===== src/rtl/pipe_hazard_ctrl.sv =====
// pipe_hazard_ctrl: stall/flush/freeze sequencer for the 5-stage pipeline.
//
// Decides per cycle whether to hold or clear the PC, IF/ID, ID/EX, EX/MEM
// and MEM/WB registers. Sources: ID-stage data hazards, taken branches from
// EX and slow memory accesses in MEM. A two-state FSM (run / memory wait)
// freezes the whole pipeline during slow memory accesses and gives up after
// MEM_TIMEOUT-1 wait cycles, raising a sticky error.
//
// Ports:
//   clk, rst            clock, synchronous active-high reset
//   src1, src2, two_src ID-stage source registers; two_src qualifies src2
//   id_valid            ID stage holds a real instruction
//   ex_dest, ex_wb_en   EX destination and write-back enable
//   ex_mem_read         EX instruction is a load
//   mem_dest, mem_wb_en MEM destination and write-back enable
//   forward_en          forwarding unit enabled
//   branch_taken        taken branch resolved in EX
//   mem_req, mem_ready  MEM access request / completion
//   *_freeze, *_flush   pipeline register controls
//   mem_error           sticky memory timeout flag
//   stall_cnt           saturating count of hazard-stall cycles
//   flush_cnt           saturating count of branch-flush cycles
//   memwait_cnt         saturating count of memory-freeze cycles
module pipe_hazard_ctrl #(
  parameter int unsigned MEM_TIMEOUT = 64,
  parameter int unsigned CNT_W       = 16
) (
  input  logic             clk,
  input  logic             rst,
  input  logic [3:0]       src1,
  input  logic [3:0]       src2,
  input  logic             two_src,
  input  logic             id_valid,
  input  logic [3:0]       ex_dest,
  input  logic             ex_wb_en,
  input  logic             ex_mem_read,
  input  logic [3:0]       mem_dest,
  input  logic             mem_wb_en,
  input  logic             forward_en,
  input  logic             branch_taken,
  input  logic             mem_req,
  input  logic             mem_ready,
  output logic             pc_freeze,
  output logic             if_id_freeze,
  output logic             if_id_flush,
  output logic             id_ex_freeze,
  output logic             id_ex_flush,
  output logic             ex_mem_freeze,
  output logic             mem_wb_flush,
  output logic             mem_error,
  output logic [CNT_W-1:0] stall_cnt,
  output logic [CNT_W-1:0] flush_cnt,
  output logic [CNT_W-1:0] memwait_cnt
);

  // Wait counter never exceeds MEM_TIMEOUT-1, so clog2 bits suffice.
  localparam int unsigned WaitW = (MEM_TIMEOUT > 2) ? $clog2(MEM_TIMEOUT) : 1;
  localparam logic [WaitW-1:0] WaitLast = WaitW'(MEM_TIMEOUT - 1);

  typedef enum logic [0:0] {StRun, StMemWait} state_e;

  state_e           state_q, state_d;
  logic [WaitW-1:0] wait_q, wait_d;
  logic             freeze;
  logic             timeout;
  logic             match_ex, match_mem, hazard;
  logic             stall_evt, flush_evt;

  // Source-register matches against the EX and MEM destinations.
  always_comb begin
    match_ex  = id_valid & ((src1 == ex_dest)  | (two_src & (src2 == ex_dest)));
    match_mem = id_valid & ((src1 == mem_dest) | (two_src & (src2 == mem_dest)));
    // With forwarding only a load in EX cannot be bypassed in time.
    if (forward_en) begin
      hazard = ex_wb_en & ex_mem_read & match_ex;
    end else begin
      hazard = (ex_wb_en & match_ex) | (mem_wb_en & match_mem);
    end
  end

  // Memory-wait FSM: next state and freeze.
  always_comb begin
    state_d = state_q;
    wait_d  = wait_q;
    freeze  = 1'b0;
    timeout = 1'b0;
    unique case (state_q)
      StRun: begin
        if (mem_req && !mem_ready) begin
          freeze  = 1'b1;
          state_d = StMemWait;
          wait_d  = WaitW'(1);
        end
      end
      StMemWait: begin
        if (mem_ready) begin
          state_d = StRun;
          wait_d  = '0;
        end else if (wait_q < WaitLast) begin
          freeze = 1'b1;
          wait_d = wait_q + WaitW'(1);
        end else begin
          // Give up: release the pipeline and flag the error.
          timeout = 1'b1;
          state_d = StRun;
          wait_d  = '0;
        end
      end
      default: begin
        state_d = StRun;
        wait_d  = '0;
      end
    endcase
    if (rst) begin
      freeze  = 1'b0;
      timeout = 1'b0;
      state_d = StRun;
      wait_d  = '0;
    end
  end

  // Pipeline controls. Priority: reset, memory freeze, branch, hazard.
  always_comb begin
    pc_freeze     = 1'b0;
    if_id_freeze  = 1'b0;
    if_id_flush   = 1'b0;
    id_ex_freeze  = 1'b0;
    id_ex_flush   = 1'b0;
    ex_mem_freeze = 1'b0;
    mem_wb_flush  = 1'b0;
    stall_evt     = 1'b0;
    flush_evt     = 1'b0;
    if (rst) begin
      if_id_flush  = 1'b1;
      id_ex_flush  = 1'b1;
      mem_wb_flush = 1'b1;
    end else if (freeze) begin
      pc_freeze     = 1'b1;
      if_id_freeze  = 1'b1;
      id_ex_freeze  = 1'b1;
      ex_mem_freeze = 1'b1;
      mem_wb_flush  = 1'b1;
    end else if (branch_taken) begin
      // Branch wins over a hazard so the PC loads the target.
      if_id_flush = 1'b1;
      id_ex_flush = 1'b1;
      flush_evt   = 1'b1;
    end else if (hazard) begin
      pc_freeze    = 1'b1;
      if_id_freeze = 1'b1;
      id_ex_flush  = 1'b1;
      stall_evt    = 1'b1;
    end
  end

  always_ff @(posedge clk) begin
    if (rst) begin
      state_q     <= StRun;
      wait_q      <= '0;
      mem_error   <= 1'b0;
      stall_cnt   <= '0;
      flush_cnt   <= '0;
      memwait_cnt <= '0;
    end else begin
      state_q <= state_d;
      wait_q  <= wait_d;
      if (timeout) begin
        mem_error <= 1'b1;
      end
      if (stall_evt && (stall_cnt != '1)) begin
        stall_cnt <= stall_cnt + CNT_W'(1);
      end
      if (flush_evt && (flush_cnt != '1)) begin
        flush_cnt <= flush_cnt + CNT_W'(1);
      end
      if (freeze && (memwait_cnt != '1)) begin
        memwait_cnt <= memwait_cnt + CNT_W'(1);
      end
    end
  end

endmodule


===== config.mk =====
export PLATFORM = sky130hd
export DESIGN_NAME = pipe_hazard_ctrl
export DESIGN_NICKNAME = d
export VERILOG_FILES = /design/src/rtl/pipe_hazard_ctrl.sv
export SDC_FILE = /design/constraint.sdc
export NUM_CORES = 1
export LEC_CHECK = 0
export CAP_MARGIN = 5
export CORE_MARGIN = 2
export CORE_UTILIZATION = 48
export CTS_CLUSTER_SIZE = 28
export DETAILED_ROUTE_END_ITERATION = 6
export GPL_TIMING_DRIVEN = 0
export PLACE_DENSITY = 0.8
export SETUP_SLACK_MARGIN = 0.2
export SLEW_MARGIN = 20
export SYNTH_ARGS = -nofsm -noshare
export SYNTH_HDL_FRONTEND = slang
export SYNTH_SLANG_ARGS = --single-unit

===== constraint.sdc =====
create_clock -name clk -period 2.5 [get_ports clk]
set_input_delay 0.5 -clock clk [delete_from_list [all_inputs] [get_ports clk]]
set_output_delay 0.5 -clock clk [all_outputs]
set_load 0.02 [all_outputs]

==> results of run 1 <==
metal layers:
layer,global-route usage,vias to the layer above,wire [um]
li1,-,1496,-
met1,0.2946,1436,3418
met2,0.4000,97,3989
met3,0.03370,13,363
met4,0.07333,0,129
met5,0,-,0
sequential cells by signal (all words and copies together) (netlist names):
register     flops
stall_cnt       16
flush_cnt       16
state_q          1
memwait_cnt     16
wait_q           6
mem_error        1
through the flow:
| stage | utilization | std cells | setup TNS, ns | worst slack, ns | power, uW |
|---|---|---|---|---|---|
| 4_1_cts | 0.6948 | 533 | 0 | 0.1284 | 1755 |
| 2_1_floorplan | - | 362 | 0 | 0.2242 | 1024 |
| 3_3_place_gp | 0.6509 | 519 | -4.765 | -0.7418 | 1118 |
| 3_5_place_dp | 0.6509 | 519 | -5.861 | -0.7919 | 1123 |
| 5_1_grt | 0.7050 | 538 | 0 | 0.1265 | 1807 |
| 6_report | 0.7050 | 538 | 0 | 0.2054 | 1753 |
cells in the final DEF (no fill, tap or decap), types with 2 or more instances in the layout:
master and instances:
dfxtp_1 54, clkdlybuf4s50_1 51, nor2_1 43, nand2_1 29, xnor2_1 28, nand3_1 25
a21oi_1 25, nand4_1 16, o21ai_0 15, buf_4 15, xor2_1 14, or3_1 13
dlygate4sd2_1 12, inv_1 10, nor3_1 10, clkbuf_8 8, or4_1 8, clkdlybuf4s15_1 7
and3_1 6, o31ai_1 5, dlymetal6s2s_1 5, o22ai_2 3, clkbuf_2 3, clkbuf_1 3
ha_1 3, o21ai_4 2, o2111ai_2 2, buf_1 2, nor4_1 2, o211ai_1 2
a31oi_1 2, nor2b_1 2, a22oi_1 2, and4_1 2, buf_6 2, and2_1 2
cell type report:
class	instances	area (um2)
Inverter	12	46.29
Timing Repair Buffer	93	883.3
Clock buffer	6	82.58
Fill cell	457	1747
Buffer	12	85.08
Clock inverter	2	38.79
Sequential cell	56	1126
Multi-Input combinational cell	282	1818
Tap cell	75	93.84
cell families (layout without fill, tap and decap cells):
| kind of cell | Yosys count | in the layout |
|---|---|---|
| AND/OR/NAND/NOR | 166 | 166 |
| adder cells (fa/ha/maj) | 4 | 4 |
| XOR/XNOR | 42 | 42 |
| multiplexers | 1 | 1 |
| buffers and inverters | 24 | 125 |
| flip-flops | 56 | 56 |
| AO/OA/AOI/OAI | 69 | 69 |
worst register-to-register path: cells and delay by family, from the launching register on:
kind | cells | cell delay [ns]
AOI/OAI and AO/OA | 5 | 0.98
buffers and inverters | 2 | 0.35
and+or+nand+nor | 1 | 0.16
DFF | 1 | 0.40
adders and majority gates | 1 | 0.17
what timing repair did:
action	4_1_cts	5_1_grt
gates resized for setup	70	22
endpoints found under the setup margin	27	19
pin swaps	8	17
setup buffers	6	5
hold buffers	0	0
worst max-delay path by stage:
stage / cells after the start / endpoint / slack (ns) / startpoint
detailed placement: 8 / pc_freeze / -0.79 / src1[3]
floorplan: 6 / pc_freeze / 0.22 / src1[0]
global route: 8 / pc_freeze / 0.13 / ex_dest[3]
finish: 8 / pc_freeze / 0.21 / ex_dest[2]
global placement: 8 / pc_freeze / -0.74 / src1[0]
CTS: 7 / pc_freeze / 0.13 / mem_req
report_power, final:
part	internal [uW]	total, uW	switching, uW
clock	328	637	308
sequential	899	910	11.2
combinational	98.2	207	108
==> run summary, run 1 <==
Status: complete, no violations
Synth Cell Area: 0.002939 mm2
Hold path depth: 2
Vias per cell: 5.654
Syn Nets: 393
Post-Syn Instances: 362
Max FO, Critical Path: 3
Synthesized area per cell: 8.119 um2
Initial antenna violation count: 0
Synth Area in Compound Gates: 0.1469
Worst-skew pair later-pin latency: 0.31 ns
Cell leakage power: 0.001463 uW
Die ar.: 0.006765 mm2
Die height: 82.25 um
Ranking of synthesized cells by area: dfxtp_1, xnor2_1, nor2_1
CTS tree: done
WL/cell: 14.69 um
CTS clock-pin slew for the worst setup and hold paths: 0.11 ns
Least-Margin Pin Slew: 0.6047 ns
R2r endpoint: stall_cnt[5]
Top_reg_cell synth: dfxtp_1
Vias: 3,042
Maximum VDD drop: 0.3104 mV
Simple-gate share of the synthesized area: 0.2899
Worst setup SP type: input port
Critical path, cell by cell: dlygate4sd2_1 > xnor2_1 > nand4_1 > o22ai_2 > o21ai_4 > o22ai_2 > buf_4 > buf_6
Grt ovf: 0
DRT antenna net count: 0
Final setup viols: 0
Clk_skew: 0.01003 ns
Gp weighted congestion: 0.8406
R2r setup slk: 0.30 ns
Initial Util: 0.4964
Worst setup EP type: output port
Hold Vio Cnt, Final: 0
Largest net degree at the start of global routing: 18
Initial DRC Count: 132
Placed Area: 0.003854 mm2
Max Cap Viol: 0
Final min period: 2.295 ns
Layout cells sized above 1: 0.1188
Crit-path most repeated cell: o22ai_2
TritonCTS Sinks: 56
Buffers on Ports: 82
Cell area after layout: 0.004174 mm2
Largest family of logic cells by synthesized area: simple AND/OR/NAND/NOR gates
Vias in the first global route: 2,722
# rows: 28
Slowest stage delay, CP: 0.26 ns
H-tree depth: 2
Core area: 0.005921 mm2
Slowest stage cell, crit path: dlygate4sd2_1
Die X: 82.25 um
Post-synthesis mux area share: 0.003406
DP Wirelength: 5663 um
Post-synth top area cell: dfxtp_1
Total track usage: 0.2310
Cell variety after synth: 50
Nets@finish: 493
Register area share after synthesis: 0.3814
Post-Route WL: 7901 um
Fin Hold WS: 0.5214 ns
Most common cell in the netlist: dfxtp_1
Critical Path RT: 2.00 ns
Longest Clk Path Bufs: 2
Crit path kind: in2out
RR Startpoint: wait_q[0]
Fmax: 435.8 MHz
First-pass GRT wire length: 12,320 um
CTS root buf: clkbuf_8
First-pass detailed-route iteration total: 5
Max-slew violation count: 0
DRC: 0
Tcrit/Tclk final: 0.9179
# diodes: 0
# IOs: 83
Adder-cell share of the synthesized area: 0.01703
Worst slew margin: 0.5931
Number of synthesized register bits: 56
RSZ-0062 raised after global routing: yes
Top cell type's share of synthesized area: 0.3814
Worst hold path class: reg2reg
Reg2Reg Depth: 9
Ys async rst share: 0
Post-synth top cells: dfxtp_1, nor2_1, nand2_1, xnor2_1
Num CTS Buffers: 5
Critical path buffers and inverters: 3
Arr. time, crit path: 1.79 ns
Hold Startpoint: memwait_cnt[1]
Pwr Density: 420.0 mW/mm2
Synth Area in XOR/XNOR: 0.1252
Ys Warns: 0
Largest delay contributor family on the critical path: compound AO/OA/AOI/OAI gates
Area delta synth->final: 42.02%
Post-synth EDFFs: 0
Hold EP: memwait_cnt[1]
(Power assumes the default switching activity.)
==> run 2: changes to the inputs <==
--- a/config.mk
+++ b/config.mk
@@ -5,12 +5,14 @@
 export SDC_FILE = /design/constraint.sdc
 export NUM_CORES = 1
 export LEC_CHECK = 0
+export ABC_AREA = 1
 export CAP_MARGIN = 5
 export CORE_MARGIN = 2
-export CORE_UTILIZATION = 48
+export CORE_UTILIZATION = 49
 export CTS_CLUSTER_SIZE = 28
 export DETAILED_ROUTE_END_ITERATION = 6
 export GPL_TIMING_DRIVEN = 0
+export MAX_ROUTING_LAYER = met4
 export PLACE_DENSITY = 0.8
 export SETUP_SLACK_MARGIN = 0.2
 export SLEW_MARGIN = 20
==> run 2 against run 1 <==
Final area grew 5.8%. Clock skew grew 0.0056 ns. Via count grew 12%. Critical path type unchanged. Clock power shrank 6.1%. Sequential cell count is the same. Maximum frequency shrank 1.8%. Count of clock-buffer cells in the layout shrank 1. Non-clock buffer count shrank 5. Synthesized area grew 11%. Sequential power is essentially flat. Global-route usage grew 0.21 points.
==> run summary, run 2 <==
Hold buffers post-CTS: 0 (unchanged)
Die X: 85.50 um (+3.9%)
Post-Route WL: 8309 um (+5.2%)
H-tree depth: 2 (unchanged)
Worst hold path class: reg2reg
R2r endpoint: memwait_cnt[10]
Maximum VDD drop: 0.2962 mV (-4.6%)
Ys async rst share: 0 (unchanged)
Critical Path RT: 2.00 ns (about the same)
Initial Util: 0.5096 (+0.01319)
Setup crit end: pc_freeze
Max Cap Viol: 0 (unchanged)
Worst slack, placed: -0.9347 ns (-0.1428 ns)
Placed cells: 649 (+25%)
Hold Startpoint: mem_error
RR Startpoint: wait_q[0]
Post-synth top cells: nand2_1, nor2_1, inv_1, dfxtp_1, a21oi_1
Final setup viols: 0 (unchanged)
Register area share after synthesis: 0.3445 (-0.03696)
Top_reg_cell synth: dfxtp_1
Worst-skew pair later-pin latency: 0.32 ns (about the same)
# IOs: 83 (unchanged)
CTS clock-pin slew for the worst setup and hold paths: 0.11 ns (about the same)
Critical path launch point: ex_mem_read
PnR Total Power: 1731 uW (-1.2%)
R2r setup slk: 0.50 ns (+0.20 ns)
Biggest regs: flush_cnt (16), memwait_cnt (16), stall_cnt (16)
Buffers on Ports: 82 (unchanged)
Ranking of synthesized cells by area: dfxtp_1, nand2_1, nor2_1
Top cell type's share of synthesized area: 0.3445 (-0.03696)
Worst setup EP type: output port
Gp weighted congestion: 0.9225 (+9.7%)
Num CTS Buffers: 5 (unchanged)
Post-synth EDFFs: 0 (unchanged)
Max-slew violation count: 0 (unchanged)
DRT antenna net count: 0 (unchanged)
WL/cell: 12.51 um (-15%)
Crit path kind: in2out
Longest Clk Path Bufs: 2 (unchanged)
Cell variety after synth: 42 (-16%)
Layout cells sized above 1: 0.1348 (+0.01602)
DP Wirelength: 6097 um (+7.7%)
Least-Margin Pin Slew: 0.4704 ns (-0.1343 ns)
Arr. time, crit path: 1.84 ns (+0.05 ns)
Most common cell in the netlist: nand2_1
Final min period: 2.337 ns (+0.04277 ns)
Reg2Reg Depth: 14 (+5)
Fmax: 427.8 MHz (-1.8%)
Fin worst setup slack: 0.1626 ns (-0.04277 ns)
Initial DRC Count: 124 (-6.1%)
CTS tree: done
Vias: 3,417 (+12%)
Area delta synth->final: 35.68%
Grt ovf: 0 (unchanged)
TritonCTS Sinks: 56 (unchanged)
Total track usage: 0.2331 (+0.002141)
Vias per cell: 5.146 (-9.0%)
Max FO, Critical Path: 3 (unchanged)
DRC: 0 (unchanged)
Status: complete, no violations
# rows: 29 (+3.6%)
Pwr Density: 392.1 mW/mm2 (-6.6%)
Synth Cell Area: 0.003254 mm2 (+11%)
First-pass GRT wire length: 13,680 um (+11%)
Ys Warns: 0 (unchanged)
Final cell count without fillers: 664 (+23%)
Setup Total Neg Slack: 0 ns (unchanged)
First-pass detailed-route iteration total: 5 (unchanged)
Most frequent cells in the layout: nand2_1, nor2_1, inv_1
Die height: 85.50 um (+3.9%)
Post-Syn Instances: 490 (+35%)
Hold Vio Cnt, Final: 0 (unchanged)
Initial antenna violation count: 1 (+1)
Nets@finish: 616 (+25%)
Die ar.: 0.007309 mm2 (+8.0%)
Vias in the first global route: 3,159 (+16%)
Largest net degree at the start of global routing: 18 (unchanged)
Cell leakage power: 0.001780 uW (+22%)
Worst setup SP type: input port
Number of synthesized register bits: 56 (unchanged)
Clk_skew: 0.01562 ns (+0.005583 ns)
Worst slew margin: 0.6835 (+0.09035)
Synthesized area per cell: 6.642 um2 (-18%)
Fin Hold WS: 0.4741 ns (-0.04725 ns)
Core area: 0.006386 mm2 (+7.9%)
CTS root buf: clkbuf_8
Number of fill cells: 523 (+14%)
Tcrit/Tclk final: 0.9350 (+0.01711)
Syn Nets: 521 (+33%)
Post-synth top area cell: dfxtp_1
RSZ-0062 raised after global routing: yes
Most common cell after layout, fill and taps aside: nand2_1
[run 2: cell type report]
class,count,area (um2),area share
plain buffers,12,97.59,0.02210
flip-flops and latches,56,1126,0.2550
clock inverters,3,42.54,0.009634
inverters,64,242.7,0.05497
repair buffers,88,822.0,0.1862
multi-input cells,358,1917,0.4341
diodes,1,2.502,0.0005667
clock buffers,5,68.82,0.01559
well taps,77,96.34,0.02182
[run 2: stage by stage]
stage / utilization / instance area (um2)
2_1_floorplan: - / 3254
5_1_grt: 0.6914 / 4415
3_5_place_dp: 0.6532 / 4172
4_1_cts: 0.6722 / 4293
6_report: 0.6914 / 4415
3_3_place_gp: 0.6532 / 4172
[run 2: timing repair]
item	CTS	global route
pin swaps	3	9
gates resized for setup	67	35
setup buffers	1	5
endpoints found under the hold margin	0	0
endpoints found under the setup margin	7	16
[run 2: power breakdown]
group          switching, uW  internal, uW  total, uW
logic                    130          96.3        227
clock network            301           297        598
registers               8.26           899        907
[run 2: how the worst min path moves through the flow]
stage / end / cells after the start / slack (ns)
2_1_floorplan: wait_q[1] / 2 / 0.46
4_1_cts: mem_error / 1 / 0.48
3_5_place_dp: mem_error / 1 / 0.45
5_1_grt: mem_error / 1 / 0.51
6_report: mem_error / 1 / 0.47
3_3_place_gp: mem_error / 1 / 0.45
[run 2: kinds of logic (layout without fill, tap and decap cells)]
family / Yosys count / after routing / share of synthesized area
AO/OA/AOI/OAI: 72 / 72 / 0.1215
XOR/XNOR: 12 / 12 / 0.03230
adder cells (fa/ha/maj): 4 / 4 / 0.01538
buffers and inverters: 76 / 172 / 0.09842
flip-flops: 56 / 56 / 0.3445
AND/OR/NAND/NOR: 270 / 270 / 0.3879
other: 0 / 1 / 0
[run 2: metal layers]
metal	GRT usage	up-vias	wire length, um
li1	-	1767	-
met2	0.3828	116	3968
met3	0.03754	15	513
met4	0.06926	0	133
met1	0.2966	1519	3695
met5	-	-	0
[run 2: worst max-delay path, stage by stage]
cell	delay [ns]
clkdlybuf4s50_1	0.46
inv_1	0.04
a21boi_0	0.14
nand2_1	0.08
nand2_2	0.09
nand3_2	0.10
a21oi_4	0.18
buf_4	0.12
buf_4	0.12
